--- config.mk ---
export PLATFORM = sky130hd
export DESIGN_NAME = if_id_queue
export DESIGN_NICKNAME = d
export VERILOG_FILES = /design/src/rtl/mips_pkg.sv /design/src/rtl/if_id_ptr_ctrl.sv /design/src/rtl/if_id_queue.sv
export SDC_FILE = /design/constraint.sdc
export NUM_CORES = 1
export LEC_CHECK = 0
export CAP_MARGIN = 30
export CORE_ASPECT_RATIO = 1.4
export CORE_MARGIN = 2
export CORE_UTILIZATION = 52
export CTS_CLUSTER_SIZE = 25
export DETAILED_ROUTE_END_ITERATION = 7
export GPL_ROUTABILITY_DRIVEN = 0
export PLACE_DENSITY = 0.85
export SLEW_MARGIN = 40
export SYNTH_ARGS = -nofsm -noshare
export SYNTH_HDL_FRONTEND = slang
export SYNTH_HIERARCHICAL = 1
export SYNTH_SLANG_ARGS = --single-unit
--- constraint.sdc ---
create_clock -name clk -period 9.95 [get_ports clk]
set_input_delay 0.995 -clock clk [delete_from_list [all_inputs] [get_ports clk]]
set_output_delay 0.995 -clock clk [all_outputs]
set_load 0.05 [all_outputs]
--- src/rtl/mips_pkg.sv ---
// Shared fetch/decode definitions: datapath width, bubble word and the
// instruction/nextpc pair carried from fetch into decode.
package mips_pkg;

   localparam int          DATA_W   = 32;
   localparam logic [31:0] NOP_WORD = 32'h0000_0000;

   typedef struct packed {
      logic [DATA_W-1:0] instr;
      logic [DATA_W-1:0] nextpc;
   } if_id_entry_t;

endpackage

--- src/rtl/if_id_ptr_ctrl.sv ---
// Read/write pointers, occupancy count and full/empty decode for the
// fetch-to-decode queue; a flush rewinds everything to zero.
module if_id_ptr_ctrl #(
   parameter int DEPTH = 2
) (
   input  logic                     clk,
   input  logic                     rst,
   input  logic                     hit,
   input  logic                     pc_src,
   input  logic                     id_stall,
   output logic [$clog2(DEPTH)-1:0] rd_ptr,
   output logic [$clog2(DEPTH)-1:0] wr_ptr,
   output logic [$clog2(DEPTH):0]   count,
   output logic                     empty,
   output logic                     full,
   output logic                     enq
);

   localparam int PTR_W = $clog2(DEPTH);

   logic deq;

   assign empty = (count == '0);
   assign full  = (count == (PTR_W+1)'(DEPTH));
   assign enq   = hit & ~full & ~pc_src;
   assign deq   = ~empty & ~id_stall & ~pc_src;

   // Pointers wrap naturally because DEPTH is a power of two.
   always_ff @(posedge clk or posedge rst) begin
      if (rst) begin
         rd_ptr <= '0;
         wr_ptr <= '0;
         count  <= '0;
      end else if (pc_src) begin
         rd_ptr <= '0;
         wr_ptr <= '0;
         count  <= '0;
      end else begin
         if (enq) wr_ptr <= wr_ptr + 1'b1;
         if (deq) rd_ptr <= rd_ptr + 1'b1;
         if (enq && !deq)
            count <= count + 1'b1;
         else if (deq && !enq)
            count <= count - 1'b1;
      end
   end

endmodule

--- src/rtl/if_id_queue.sv ---
// Fetch-to-decode decoupling queue with back-pressure and branch flush.
// Optional perf counters (bubble_cnt, flush_cnt) when IF_ID_PERF_EN is defined.
module if_id_queue #(
   parameter int                DEPTH    = 2,
   parameter int                DATA_W   = mips_pkg::DATA_W,
   parameter logic [DATA_W-1:0] NOP_WORD = mips_pkg::NOP_WORD
) (
   input  logic              clk,
   input  logic              rst,
   input  logic [DATA_W-1:0] instruction,
   input  logic [DATA_W-1:0] nextpc,
   input  logic              hit,
   input  logic              pc_src,
   input  logic              id_stall,
   output logic [DATA_W-1:0] id_instruction,
   output logic [DATA_W-1:0] id_nextpc,
   output logic              id_valid,
   output logic              fetch_stall
`ifdef IF_ID_PERF_EN
   ,
   output logic [31:0]       bubble_cnt,
   output logic [31:0]       flush_cnt
`endif
);

   import mips_pkg::*;

   localparam int PTR_W = $clog2(DEPTH);

   logic [PTR_W-1:0] rd_ptr;
   logic [PTR_W-1:0] wr_ptr;
   logic [PTR_W:0]   count;
   logic             empty;
   logic             full;
   logic             enq;

   if_id_entry_t     mem [DEPTH];
   if_id_entry_t     head;

   if_id_ptr_ctrl #(.DEPTH(DEPTH)) u_ptr (
      .clk      (clk),
      .rst      (rst),
      .hit      (hit),
      .pc_src   (pc_src),
      .id_stall (id_stall),
      .rd_ptr   (rd_ptr),
      .wr_ptr   (wr_ptr),
      .count    (count),
      .empty    (empty),
      .full     (full),
      .enq      (enq)
   );

   // Storage needs no reset: entries are only visible while count covers them.
   always_ff @(posedge clk) begin
      if (enq) begin
         mem[wr_ptr] <= '{instr: instruction, nextpc: nextpc};
      end
   end

   assign head           = mem[rd_ptr];
   assign id_valid       = ~empty;
   assign fetch_stall    = full;
   assign id_instruction = id_valid ? head.instr  : NOP_WORD;
   assign id_nextpc      = id_valid ? head.nextpc : '0;

`ifdef IF_ID_PERF_EN
   always_ff @(posedge clk or posedge rst) begin
      if (rst) begin
         bubble_cnt <= '0;
         flush_cnt  <= '0;
      end else begin
         if (!id_valid && bubble_cnt != '1)
            bubble_cnt <= bubble_cnt + 1'b1;
         if (pc_src && flush_cnt != '1)
            flush_cnt <= flush_cnt + 1'b1;
      end
   end
`endif

endmodule

==> impl_metrics.ini, run 1 <==
[clocking]
clock-sinks = 132
cts_tree = built
htree_levels = 4
clockBufferDepth = 2
clock_latency_ns = 0.39
cts-root-buf = clkbuf_16
post_cts_buffers = 0
post_cts_resized = 0
holdBufCountCts = 0
clk_pin_slew_worst_paths_ns = 0.05
cts_buffers = 17

[detailed_routing]
viasPerCell = 4.89
vias = 2868
drtAntennaViolNets = 0
drt-initial-drc-count = 134
wirelength_um = 9410
post_drt_wl_per_cell_um = 16.0
dr.pass1.iters = 6
drcViolationCount = 0

[sta]
worst_slew_pin_slew_ns = 0.675
grt_setup_unrepaired = false
clock_skew_ns = 0.00388
max_freq_mhz = 288
slew_viol_final = 0
relSlewSlack_pct = 55.0
hold_violations = 0
fin_crit_sh_pct = 34.9
finalSetupViolations = 0
period_minus_slack_ns = 3.47
tns_ns = 0

[pwr]
pwr-share-comb_pct = 14.0
power.share.clock_pct = 42.7
p_per_area_nw_per_um2 = 206
switching_share_pct = 23.6
p_leak_nw = 2.39
switchingPower_mw = 0.349
ir_worst_vdd_mv = 0.136
pwr-share-seq_pct = 43.3
internal-power_mw = 1.13

[floorplan]
start_util_pct = 53.6
dieArea_um2 = 10600
row_count = 42
core_area_um2 = 9510
die_h_um = 121
die_width_um = 87.7
io_pins = 135

[global_route]
track_usage_pct = 18.9
grt_pass1_wl_um = 14600
grt_overflow = 0
grt_pass1_vias = 3055
antenna_found_initial = 0
grt_max_degree = 68

[layout]
utilization_pct = 75.5
drive_above_1_share_pct = 9.01
layout.nets = 512
synthToLayoutAreaGrowth_pct = 40.7
diodes = 0

[setup_path]
setup.worst_path.class = reg -> out
cp-end-kind = output port
critical_path_buf_inv_count = 2
cp_slowest_cell = clkdlybuf4s50_1
arrival_ns = 2.47
crit_chain = nor2_4 > buf_4 > nor2_1 > clkdlybuf4s50_1
worstPathMaxFanout = 67
ff2ff_setup_slack_ns = 8.08
critical_path.max_stage_delay_ns = 0.75
required_ns = 8.96
path_delay_family = buffers and inverters
start_kind = flip-flop

[synth]
ys_seq_area_share_pct = 77.3
synthCells = 299
ys.warnings.count = 6
netlist_area_um2 = 5100
syn_nets = 368
ys_ff_latch = 132
ys_types = 22
synth_area_per_cell_um2 = 17.1

[min_path]
hold_class = reg -> reg

[status]
run_status = complete, no violations

[place]
io_buffers = 134
hpwl_um = 6070

[run]
max_cap_viol_count = 0
-- power by group through the flow --
stage	Sequential, mW	Combinational (mW)	Clock (mW)
floorplan	0.650	0.131	0
global placement	0.658	0.196	0
detailed placement	0.652	0.208	0
CTS	0.641	0.209	0.643
global route	0.643	0.218	0.669
finish	0.641	0.207	0.631
-- worst min-delay path, cell delays in order (launching register included) --
cell     delay [ns]
dfrtp_1        0.42
o21ai_0        0.10
a21oi_1        0.07
-- through the flow --
stage	instance area, µm²	std cells	power, mW	hold slack, ns	setup slack [ns]
final	7180	587	1.48	0.631	6.48
after global routing	7180	587	1.53	0.668	6.35
after CTS	7170	587	1.49	0.630	6.45
after detailed placement	6560	556	0.860	0.620	6.84
after global placement	6520	554	0.854	0.592	6.59
after floorplan	5100	299	0.781	0.529	5.37
-- worst paths after layout --
| path | start | cells past startpoint | endpoint |
|---|---|---|---|
| max | u_ptr/count[0]$_DFFE_PP0P_ | 4 | id_nextpc[8] |
| min | u_ptr/wr_ptr$_DFFE_PP0P_ | 2 | u_ptr/wr_ptr$_DFFE_PP0P_ |
| max reg2reg | u_ptr/count[1]$_DFFE_PP0P_ | 4 | mem[1][9]$_DFFE_PP_ |
| min reg2reg | u_ptr/wr_ptr$_DFFE_PP0P_ | 2 | u_ptr/wr_ptr$_DFFE_PP0P_ |
| max in group asynchronous | rst | 2 | u_ptr/rd_ptr$_DFFE_PP0P_ |
| min in group asynchronous | rst | 2 | u_ptr/count[1]$_DFFE_PP0P_ |
-- layout make-up --
| type | count | area (µm²) |
|---|---|---|
| Inverter | 3 | 11.3 |
| Tap cell | 132 | 165 |
| Multi-Input combinational cell | 150 | 1030 |
| Clock inverter | 13 | 185 |
| Fill cell | 587 | 2330 |
| Sequential cell | 132 | 3950 |
| Clock buffer | 18 | 429 |
| Timing Repair Buffer | 139 | 1410 |
-- layer usage --
layer / track usage, % / wire (µm) / vias to the layer above / part of all wire [%]
met5: 0 / 0 / - / 0
met1: 21.7 / 3710 / 1361 / 39
met4: 10.0 / 212 / 0 / 2.3
li1: - / - / 1396 / -
met2: 31.9 / 5100 / 97 / 54
met3: 4.76 / 381 / 14 / 4.0
-- state kept, by name, summed over array words and instances (netlist names) --
| name | cells |
|---|---|
| u_ptr/wr_ptr | 1 |
| mem | 128 |
| u_ptr/count | 2 |
| u_ptr/rd_ptr | 1 |
-- cell usage after synthesis, drive strengths merged --
master	number	area share (%)
inv	3	0.22
a21o	1	0.17
and3b	1	0.20
nand2b	3	0.37
or3	2	0.25
and2	1	0.12
nand3	2	0.20
edfxtp	128	75
a21oi	3	0.29
nor2b	2	0.29
a31oi	1	0.12
buf	13	2.6
o21ai	3	0.29
nor2	65	4.8
dfrtp	4	2.0
clkbuf	1	0.074
nor3	1	0.098
nand2	1	0.074
mux2i	64	13
-- cell families after synthesis --
group,share of synthesized area (%)
compound gates,0.883
buf+inv,2.87
flops,77.3
mux,12.6
simple gates,6.38
-- cell usage in the layout (no fill, tap or decap), types with 3 or more instances in the layout --
cell	n
clkdlybuf4s50_1	134
edfxtp_1	128
mux2i_1	64
nor2_1	64
clkbuf_16	17
bufinv_16	4
clkinvlp_4	4
inv_1	3
clkinv_4	3
nand2b_1	3
o21ai_0	3
a21oi_1	3
dfrtp_1	3
(Power assumes the default switching activity.)
==> run 2: changes to the inputs <==
--- a/config.mk
+++ b/config.mk
@@ -8,11 +8,11 @@
 export CAP_MARGIN = 30
 export CORE_ASPECT_RATIO = 1.4
 export CORE_MARGIN = 2
-export CORE_UTILIZATION = 52
+export CORE_UTILIZATION = 48
 export CTS_CLUSTER_SIZE = 25
 export DETAILED_ROUTE_END_ITERATION = 7
 export GPL_ROUTABILITY_DRIVEN = 0
-export PLACE_DENSITY = 0.85
+export PLACE_DENSITY = 0.79
 export SLEW_MARGIN = 40
 export SYNTH_ARGS = -nofsm -noshare
 export SYNTH_HDL_FRONTEND = slang
==> constraint.sdc (replaced) <==
create_clock -name clk -period 3.3 [get_ports clk]
set_input_delay 0.33 -clock clk [delete_from_list [all_inputs] [get_ports clk]]
set_output_delay 0.33 -clock clk [all_outputs]
set_load 0.05 [all_outputs]
==> run 2 against run 1 <==
Clock skew is 0.0049 ns higher. Clock-buffer cell count up 1. Critical path depth did not move. Non-clock buffer count up 2. Clock power rose to 2.7 times the previous value. First-iteration DRC count is 19% lower. Sequential share of layout area up 0.49 points.
==> impl_metrics.ini, run 2 (synthesized netlist as in run 1, its figures left out) <==
[sta]
relSlewSlack_pct = 54.7
hold_violations = 0
tns_ns = 0
finalSetupViolations = 0
holdWs_ns = 0.144
worst_slew_pin_slew_ns = 0.679
slew_viol_final = 0
max_freq_mhz = 333
grt_setup_unrepaired = false
clock_skew_ns = 0.00882
fin_crit_sh_pct = 90.9
period_minus_slack_ns = 3.00

[floorplan]
die_h_um = 126
io_pins = 135
dieArea_um2 = 11500
core_area_um2 = 10300
row_count = 44
start_util_pct = 49.3
die_width_um = 91.1

[clocking]
clk_pin_slew_worst_paths_ns = 0.05
clock-sinks = 132
post_cts_buffers = 0
cts_buffers = 17
cts-root-buf = clkbuf_16
post_cts_resized = 0
cts_tree = built
clock_latency_ns = 0.40
holdBufCountCts = 0
htree_levels = 4
clockBufferDepth = 2

[detailed_routing]
dr.pass1.iters = 4
vias = 2921
drt-initial-drc-count = 109
drcViolationCount = 0
viasPerCell = 4.91
drtAntennaViolNets = 0
wirelength_um = 9520
post_drt_wl_per_cell_um = 16.0

[layout]
drive_above_1_share_pct = 8.75
diodes = 0
multi_input_area_um2 = 1030
ff_latch_area_um2 = 3950
synthToLayoutAreaGrowth_pct = 39.4
fill_cells = 742
mostFrequentLayoutCells = clkdlybuf4s50_1 (134), edfxtp_1 (128), mux2i_1 (64), nor2_1 (64), clkbuf_16 (17)
reg_top3 = mem: 128 flops, u_ptr/count: 2 flops
layout.nets = 514
largest_register_ffs = 128
max_flop_register = mem
final_common_cell = clkdlybuf4s50_1

[min_path]
hold_class = in -> async

[pwr]
switching_share_pct = 24.1
p_total_mw = 4.27
internal-power_mw = 3.24
p_per_area_nw_per_um2 = 601
power.share.clock_pct = 40.2
pwr-share-seq_pct = 45.4
ir_worst_vdd_mv = 0.419
pwr-share-comb_pct = 14.4
switchingPower_mw = 1.03
p_leak_nw = 2.37

[place]
io_buffers = 134
hpwl_um = 6350

[setup_path]
critical_path.max_stage_delay_ns = 0.86
arrival_ns = 2.67
path_delay_family = buffers and inverters
crit_chain = buf_12 > mux2i_1 > nor2_1 > clkdlybuf4s50_1
start_kind = flip-flop
cp-end-kind = output port
worstPathMaxFanout = 38
setup.worst_path.class = reg -> out
critical_path_buf_inv_count = 2
required_ns = 2.97
cp_slowest_cell = dfrtp_4

[global_route]
track_usage_pct = 17.3
grt_pass1_wl_um = 15000
grt_overflow = 0
grt_max_degree = 40
antenna_found_initial = 0
grt_pass1_vias = 3099

[run]
max_cap_viol_count = 0

[status]
run_status = complete, no violations
-- run 2: cell count changes in the layout (fill, tap and decap cells not counted) --
cell and change:
clkinv_4 -2, buf_12 -1, clkinvlp_4 -2, clkbuf_1 +1, bufinv_16 -2, buf_6 -2
clkinv_2 +3, clkinv_1 +2, buf_4 +5
-- run 2: worst paths after layout --
kind	startpoint	to	slack [ns]	depth (start not counted)
min in group clk	instruction[18]	mem[0][50]$_DFFE_PP_	0.51	1
max in group asynchronous	rst	u_ptr/rd_ptr$_DFFE_PP0P_	2.98	2
setup reg to reg	u_ptr/count[1]$_DFFE_PP0P_	mem[0][42]$_DFFE_PP_	1.40	4
setup / recovery	u_ptr/rd_ptr$_DFFE_PP0P_	id_instruction[11]	0.30	4
hold / removal	rst	u_ptr/rd_ptr$_DFFE_PP0P_	0.14	2
hold reg to reg	u_ptr/wr_ptr$_DFFE_PP0P_	u_ptr/wr_ptr$_DFFE_PP0P_	0.61	2
-- run 2: through the flow --
step           cells  utilization [%]  setup WS (ns)  cell area, µm²
6_report         595             68.7          0.299            7110
5_1_grt          595             68.7          0.171            7110
4_1_cts          595             68.7          0.284            7110
3_5_place_dp     564             63.4          0.730            6570
3_3_place_gp     564             63.4          0.729            6570
2_1_floorplan    299                -          0.314            5100
-- run 2: layout make-up --
cell class | count | share of cell area, %
sequential | 132 | 55.5
inverter | 3 | 0.158
multi-input combinational | 150 | 14.4
tap | 138 | 2.43
clock buffer | 19 | 6.09
clock inverter | 12 | 1.62
timing repair buffer | 141 | 19.8
-- run 2: metal layers --
layer | GRT usage (%) | wire (µm) | vias up
met2 | 30.8 | 5210 | 102
met4 | 7.58 | 184 | 0
met5 | 0 | 0 | -
met1 | 18.4 | 3570 | 1400
li1 | - | - | 1407
met3 | 6.10 | 550 | 12
-- run 2: worst register-to-register path: cells and delay by family, from the launching register on --
kind / cells / cell delay, ns
simple gates: 3 / 0.62
buf+inv: 1 / 0.46
flops: 1 / 0.44
-- run 2: power groups by stage --
stage / logic [mW] / clock network [mW] / registers [mW]
floorplan: 0.395 / 0 / 1.96
global placement: 0.609 / 0 / 1.97
detailed placement: 0.617 / 0 / 1.98
CTS: 0.619 / 1.75 / 1.94
global route: 0.647 / 1.82 / 1.95
finish: 0.613 / 1.72 / 1.94
